## src/rtl/plot_arbiter_if.sv

```systemverilog
// Pixel-write port bundle between requesters, the clear control and the
// plot arbiter that owns the VGA adapter write port.
interface plot_arbiter_if;
    logic       clear_req;
    logic       req0;
    logic       req1;
    logic [7:0] x0;
    logic [7:0] x1;
    logic [6:0] y0;
    logic [6:0] y1;
    logic [2:0] c0;
    logic [2:0] c1;
    logic       gnt0;
    logic       gnt1;
    logic [7:0] x;
    logic [6:0] y;
    logic [2:0] colour;
    logic       plot;
    logic       clear_busy;
    logic       clear_done;

    modport master (
        output clear_req, req0, req1, x0, x1, y0, y1, c0, c1,
        input  gnt0, gnt1, x, y, colour, plot, clear_busy, clear_done
    );

    modport slave (
        input  clear_req, req0, req1, x0, x1, y0, y1, c0, c1,
        output gnt0, gnt1, x, y, colour, plot, clear_busy, clear_done
    );
endinterface

```

## src/rtl/plot_arbiter.sv

```systemverilog
// Round-robin arbiter for two pixel writers plus a full-frame clear sweep,
// driving a registered x/y/colour/plot port into the VGA adapter.
module plot_arbiter #(
    parameter int         X_MAX        = 159,
    parameter int         Y_MAX        = 119,
    parameter logic [2:0] CLEAR_COLOUR = 3'b000
) (
    input logic           clk,
    input logic           reset,
    plot_arbiter_if.slave bus
);

    localparam logic [7:0] XM = 8'(X_MAX);
    localparam logic [6:0] YM = 7'(Y_MAX);

    typedef enum logic [1:0] {IDLE, CLEAR, DONE} state_t;

    state_t     state, state_n;
    logic [7:0] cx, cx_n;
    logic [6:0] cy, cy_n;
    logic       last, last_n;
    logic [7:0] x_q, x_n;
    logic [6:0] y_q, y_n;
    logic [2:0] col_q, col_n;
    logic       plot_q, plot_n;
    logic       g0_q, g0_n;
    logic       g1_q, g1_n;
    logic       busy_q, busy_n;
    logic       done_q, done_n;
    logic       el0, el1;

    // A requester just granted is presenting its next pixel, so skip it once.
    assign el0 = bus.req0 & ~g0_q;
    assign el1 = bus.req1 & ~g1_q;

    always_ff @(posedge clk) begin
        if (reset) begin
            state  <= IDLE;
            cx     <= '0;
            cy     <= '0;
            last   <= 1'b1;
            x_q    <= '0;
            y_q    <= '0;
            col_q  <= '0;
            plot_q <= 1'b0;
            g0_q   <= 1'b0;
            g1_q   <= 1'b0;
            busy_q <= 1'b0;
            done_q <= 1'b0;
        end else begin
            state  <= state_n;
            cx     <= cx_n;
            cy     <= cy_n;
            last   <= last_n;
            x_q    <= x_n;
            y_q    <= y_n;
            col_q  <= col_n;
            plot_q <= plot_n;
            g0_q   <= g0_n;
            g1_q   <= g1_n;
            busy_q <= busy_n;
            done_q <= done_n;
        end
    end

    always_comb begin
        state_n = state;
        cx_n    = cx;
        cy_n    = cy;
        last_n  = last;
        x_n     = x_q;
        y_n     = y_q;
        col_n   = col_q;
        plot_n  = 1'b0;
        g0_n    = 1'b0;
        g1_n    = 1'b0;
        busy_n  = 1'b0;
        done_n  = 1'b0;
        unique case (state)
            IDLE: begin
                if (bus.clear_req) begin
                    state_n = CLEAR;
                    cx_n    = '0;
                    cy_n    = '0;
                    x_n     = '0;
                    y_n     = '0;
                    col_n   = CLEAR_COLOUR;
                    plot_n  = 1'b1;
                    busy_n  = 1'b1;
                end else if (el0 && (!el1 || last)) begin
                    g0_n   = 1'b1;
                    plot_n = 1'b1;
                    x_n    = bus.x0;
                    y_n    = bus.y0;
                    col_n  = bus.c0;
                    last_n = 1'b0;
                end else if (el1) begin
                    g1_n   = 1'b1;
                    plot_n = 1'b1;
                    x_n    = bus.x1;
                    y_n    = bus.y1;
                    col_n  = bus.c1;
                    last_n = 1'b1;
                end
            end
            CLEAR: begin
                if (cx == XM && cy == YM) begin
                    state_n = DONE;
                    done_n  = 1'b1;
                end else begin
                    if (cx == XM) begin
                        cx_n = '0;
                        cy_n = cy + 7'd1;
                    end else begin
                        cx_n = cx + 8'd1;
                    end
                    x_n    = cx_n;
                    y_n    = cy_n;
                    col_n  = CLEAR_COLOUR;
                    plot_n = 1'b1;
                    busy_n = 1'b1;
                end
            end
            DONE: state_n = IDLE;
            default: state_n = IDLE;
        endcase
    end

    assign bus.gnt0       = g0_q;
    assign bus.gnt1       = g1_q;
    assign bus.x          = x_q;
    assign bus.y          = y_q;
    assign bus.colour     = col_q;
    assign bus.plot       = plot_q;
    assign bus.clear_busy = busy_q;
    assign bus.clear_done = done_q;

endmodule

```

## src/flat_wrapper.sv

```systemverilog
// flat-port wrapper written by rule: the top's interface ports become plain ports
module plot_arbiter_flat 
#(
    parameter int         X_MAX        = 159,
    parameter int         Y_MAX        = 119,
    parameter logic [2:0] CLEAR_COLOUR = 3'b000
)
  (clk, reset, bus_clear_req, bus_req0, bus_req1, bus_x0, bus_x1, bus_y0, bus_y1, bus_c0, bus_c1, bus_gnt0, bus_gnt1, bus_x, bus_y, bus_colour, bus_plot, bus_clear_busy, bus_clear_done);
  plot_arbiter_if bus_i ();
  input logic clk;
  input logic reset;
  input wire logic [$bits(bus_i.clear_req)-1:0] bus_clear_req;
  input wire logic [$bits(bus_i.req0)-1:0] bus_req0;
  input wire logic [$bits(bus_i.req1)-1:0] bus_req1;
  input wire logic [$bits(bus_i.x0)-1:0] bus_x0;
  input wire logic [$bits(bus_i.x1)-1:0] bus_x1;
  input wire logic [$bits(bus_i.y0)-1:0] bus_y0;
  input wire logic [$bits(bus_i.y1)-1:0] bus_y1;
  input wire logic [$bits(bus_i.c0)-1:0] bus_c0;
  input wire logic [$bits(bus_i.c1)-1:0] bus_c1;
  output wire logic [$bits(bus_i.gnt0)-1:0] bus_gnt0;
  output wire logic [$bits(bus_i.gnt1)-1:0] bus_gnt1;
  output wire logic [$bits(bus_i.x)-1:0] bus_x;
  output wire logic [$bits(bus_i.y)-1:0] bus_y;
  output wire logic [$bits(bus_i.colour)-1:0] bus_colour;
  output wire logic [$bits(bus_i.plot)-1:0] bus_plot;
  output wire logic [$bits(bus_i.clear_busy)-1:0] bus_clear_busy;
  output wire logic [$bits(bus_i.clear_done)-1:0] bus_clear_done;
  assign bus_i.clear_req = bus_clear_req;
  assign bus_i.req0 = bus_req0;
  assign bus_i.req1 = bus_req1;
  assign bus_i.x0 = bus_x0;
  assign bus_i.x1 = bus_x1;
  assign bus_i.y0 = bus_y0;
  assign bus_i.y1 = bus_y1;
  assign bus_i.c0 = bus_c0;
  assign bus_i.c1 = bus_c1;
  assign bus_gnt0 = bus_i.gnt0;
  assign bus_gnt1 = bus_i.gnt1;
  assign bus_x = bus_i.x;
  assign bus_y = bus_i.y;
  assign bus_colour = bus_i.colour;
  assign bus_plot = bus_i.plot;
  assign bus_clear_busy = bus_i.clear_busy;
  assign bus_clear_done = bus_i.clear_done;
  plot_arbiter #(.X_MAX(X_MAX), .Y_MAX(Y_MAX), .CLEAR_COLOUR(CLEAR_COLOUR)) u_core (.clk(clk), .reset(reset), .bus(bus_i));
endmodule
```

## config.mk

```make
export PLATFORM = sky130hd
export DESIGN_NAME = plot_arbiter_flat
export DESIGN_NICKNAME = d
export VERILOG_FILES = /design/src/rtl/plot_arbiter_if.sv /design/src/rtl/plot_arbiter.sv /design/src/flat_wrapper.sv
export SDC_FILE = /design/constraint.sdc
export NUM_CORES = 1
export LEC_CHECK = 0
export CAP_MARGIN = 20
export CORE_ASPECT_RATIO = 1.75
export CORE_MARGIN = 1.5
export CORE_UTILIZATION = 47
export DETAILED_ROUTE_END_ITERATION = 10
export GPL_TIMING_DRIVEN = 1
export PLACE_DENSITY_LB_ADDON = 0.15
export SLEW_MARGIN = 20
export SYNTH_ARGS = -nofsm -noshare
export SYNTH_HDL_FRONTEND = slang
export SYNTH_SLANG_ARGS = --single-unit
```

## constraint.sdc

```tcl
create_clock -name clk -period 2 [get_ports clk]
set_input_delay 0.4 -clock clk [delete_from_list [all_inputs] [get_ports clk]]
set_output_delay 0.4 -clock clk [all_outputs]
set_load 0.01 [all_outputs]
```

==> results by group <==
Layout
  – Non-Filler Instances: 377
  – Total Nets Final: 368
  – # diodes: 0
  – Layout cells sized above 1: 19.9%
  – Fin area: 3080 µm²
  – Final Util: 70.0%
  – Syn-to-layout area delta: 43.4%

Setup path
  – Crit path largest cell delay: 0.37 ns
  – Crit-path cells: ha_2, nand4bb_1, buf_4, nor2_4, a311o_1, buf_4, mux2i_1, nor2_1
  – Worst Path Buf+Inv: 2
  – Arrival time at the worst endpoint: 2.14 ns
  – Critical path's top delay family: buffers and inverters
  – Worst setup path category: reg -> reg
  – Crit path launch type: register
  – Slowest CP cell: dfxtp_1
  – Crit end category: register
  – CP most frequent cell: buf_4
  – WP data required: 2.18 ns
  – CP max FO: 9

Flow run
  – Total of max-cap violations: 0

Clocking
  – CTS Buffer Depth: 2
  – Hold-fix buffers at CTS: 0
  – Clk_lat worst skew: 0.30 ns
  – Worst-path clk slew: 0.08 ns
  – TritonCTS clock tree: built
  – CTS Buf Count: 5
  – H-tree depth: 2
  – Root Driver: clkbuf_8
  – CTS sink cnt: 41

Yosys
  – Syn. warnings: 0
  – Post-synth EDFFs: 0
  – Yosys top cell area share: 38.2%
  – Syn avg cell area: 8.70 µm²
  – Syn Nets: 290
  – Netlist Area Pre-Place: 2150 µm²
  – Number of synthesized register bits: 41
  – Post-synth top area cell: dfxtp_1
  – Count of cell types in the netlist: 51
  – Synth Instances: 247
  – Ys flop type: dfxtp_1
  – Synth cell count leaders: dfxtp_1, a21oi_1, nand2_1
  – Most common cell in the netlist: dfxtp_1
  – Post-synthesis sequential area ratio: 38.2%
  – Post-synthesis async set-or-reset flop share: 0%
  – Synth top area cells: dfxtp_1, a21oi_1, mux2_2, o21ai_0, nand2_1

Placement
  – Port Buf Inserts: 63
  – Final HPWL DP: 4470 µm
  – DP Area: 2940 µm²
  – Dpl cells: 367
  – Placer Congestion: 0.875

Floorplanning
  – Die Span X: 54.1 µm
  – Core area: 4400 µm²
  – Initial core utilization: 48.8%
  – Row count: 32
  – Die area: 5000 µm²
  – Die Height: 92.5 µm
  – Ports: 64

Detailed routing
  – Initial DRC count: 44
  – Remaining antenna violation count: 0
  – WL/cell: 16.2 µm
  – DRC violations left: 0
  – DRT Wirelength: 6120 µm
  – First drt pass iteration count: 4
  – Total number of vias: 2112
  – Via density: 5.60

Power
  – Max IR drop VDD: 656 µV
  – PwrDens: 591 nW/µm²
  – LEAKAGE: 1.10 nW

STA
  – Worst-Margin Slew: 0.513 ns
  – Final Cycle Share: 97.7%
  – Finish-stage setup viols: 0
  – Final hold violation count: 0
  – Final setup TNS: 0 ns
  – Final Max Tran Viols: 0
  – Slew margin rel.: 65.6%
  – Clock skew: 0.00976 ns
  – Max Freq: 512 MHz
  – WHS: 0.460 ns
  – Tmin final: 1.95 ns
  – RSZ-0062 raised after global routing: yes

Min path
  – Hold crit path type: reg -> reg

Global route
  – Gr usage total: 25.5%
  – Pin count of the biggest net entering global routing: 27
  – First-pass GRT wire length: 9290 µm
  – Remaining global-route overflow: 0
  – Initial antenna violation count: 0
  – Vias in the first global route: 1905

Status
  – Run status: finished clean
stage by stage:
stage          worst slack, ns  power, W
3_3_place_gp           -0.0570   0.00123
5_1_grt                -0.0275   0.00190
4_1_cts                0.00491   0.00183
6_report                0.0462   0.00182
2_1_floorplan            0.241   0.00104
3_5_place_dp           -0.0928   0.00123
where the power goes:
group / switching, W / internal, W / total [W]
clock: 0.000293 / 0.000312 / 0.000606
sequential: 0.0000171 / 0.000848 / 0.000865
combinational: 0.000145 / 0.000208 / 0.000353
total: 0.000456 / 0.00137 / 0.00182
what timing repair did:
action                                  in CTS  in global routing
endpoints found under the setup margin       0                 12
hold endpoints to repair                     0                  0
setup buffers                                0                  2
resized for setup                            0                  4
state kept, by name, summed over array words and instances, names as in the netlist:
name	flops
u_core.bus.clear_busy	1
u_core.bus.clear_done	1
u_core.bus.colour	3
u_core.bus.gnt0	1
u_core.bus.gnt1	1
u_core.bus.plot	1
u_core.bus.x	8
u_core.bus.y	7
u_core.cx	8
u_core.cy	7
u_core.last	1
u_core.state	2
layout make-up:
class | instances | area [µm²]
tap | 51 | 63.8
timing repair buffer | 87 | 836
clock inverter | 1 | 5.00
multi-input combinational | 187 | 1250
fill | 385 | 1320
sequential | 41 | 821
clock buffer | 7 | 96.3
inverter | 3 | 11.3
worst paths after layout:
check	start	endpoint	slack (ns)	depth (start not counted)
setup / recovery	u_core.cx[1]	u_core.cy[6]	0.05	8
hold / removal	u_core.bus.colour[0]	u_core.bus.colour[0]	0.46	2
setup reg to reg	u_core.cx[1]	u_core.cy[6]	0.05	8
hold reg to reg	u_core.bus.colour[0]	u_core.bus.colour[0]	0.46	2
routing by layer:
| metal | track usage (%) | part of all wire, % |
|---|---|---|
| met3 | 4.03 | 2.7 |
| met1 | 28.4 | 38 |
| met2 | 43.9 | 55 |
| met5 | 0 | 0 |
| met4 | 13.5 | 4.2 |
tightest hold or removal path: stages (launching register included):
cell	delay, ns
dfxtp_1	0.32
nand2_1	0.05
a21oi_1	0.05
kinds of logic (layout without fill, tap and decap cells):
kind of cell	Yosys count	count (layout)	share of synthesized area, %
AND/OR/NAND/NOR	81	81	20.5
AO/OA/AOI/OAI	75	75	21.1
flip-flops	41	41	38.2
multiplexers	24	24	12.2
buffers and inverters	19	98	4.77
XOR/XNOR	5	5	2.04
adder cells (fa/ha/maj)	2	2	1.16
layout by cell type, fill, tap and decap left out, types with 2 or more instances in the layout:
| master | netlist | final |
|---|---|---|
| a21oi_1 | 39 | 39 |
| a21oi_2 | 4 | 4 |
| a22oi_1 | 2 | 2 |
| a311o_1 | 2 | 2 |
| a31o_2 | 2 | 2 |
| and3_1 | 2 | 2 |
| buf_12 | 0 | 2 |
| buf_4 | 1 | 22 |
| clkbuf_8 | 0 | 7 |
| clkdlybuf4s50_1 | 0 | 63 |
| dfxtp_1 | 41 | 41 |
| inv_1 | 3 | 3 |
| mux2_2 | 17 | 17 |
| mux2i_1 | 6 | 6 |
| nand2_1 | 23 | 23 |
| nand2b_1 | 6 | 6 |
| nand3_1 | 9 | 9 |
| nor2_1 | 17 | 17 |
| nor3_1 | 2 | 2 |
| nor3b_1 | 2 | 2 |
| nor4_1 | 3 | 2 |
| o21ai_0 | 18 | 18 |
| or3_1 | 2 | 2 |
| xnor2_1 | 4 | 4 |
Note: power is estimated with default switching activity, not from simulation.
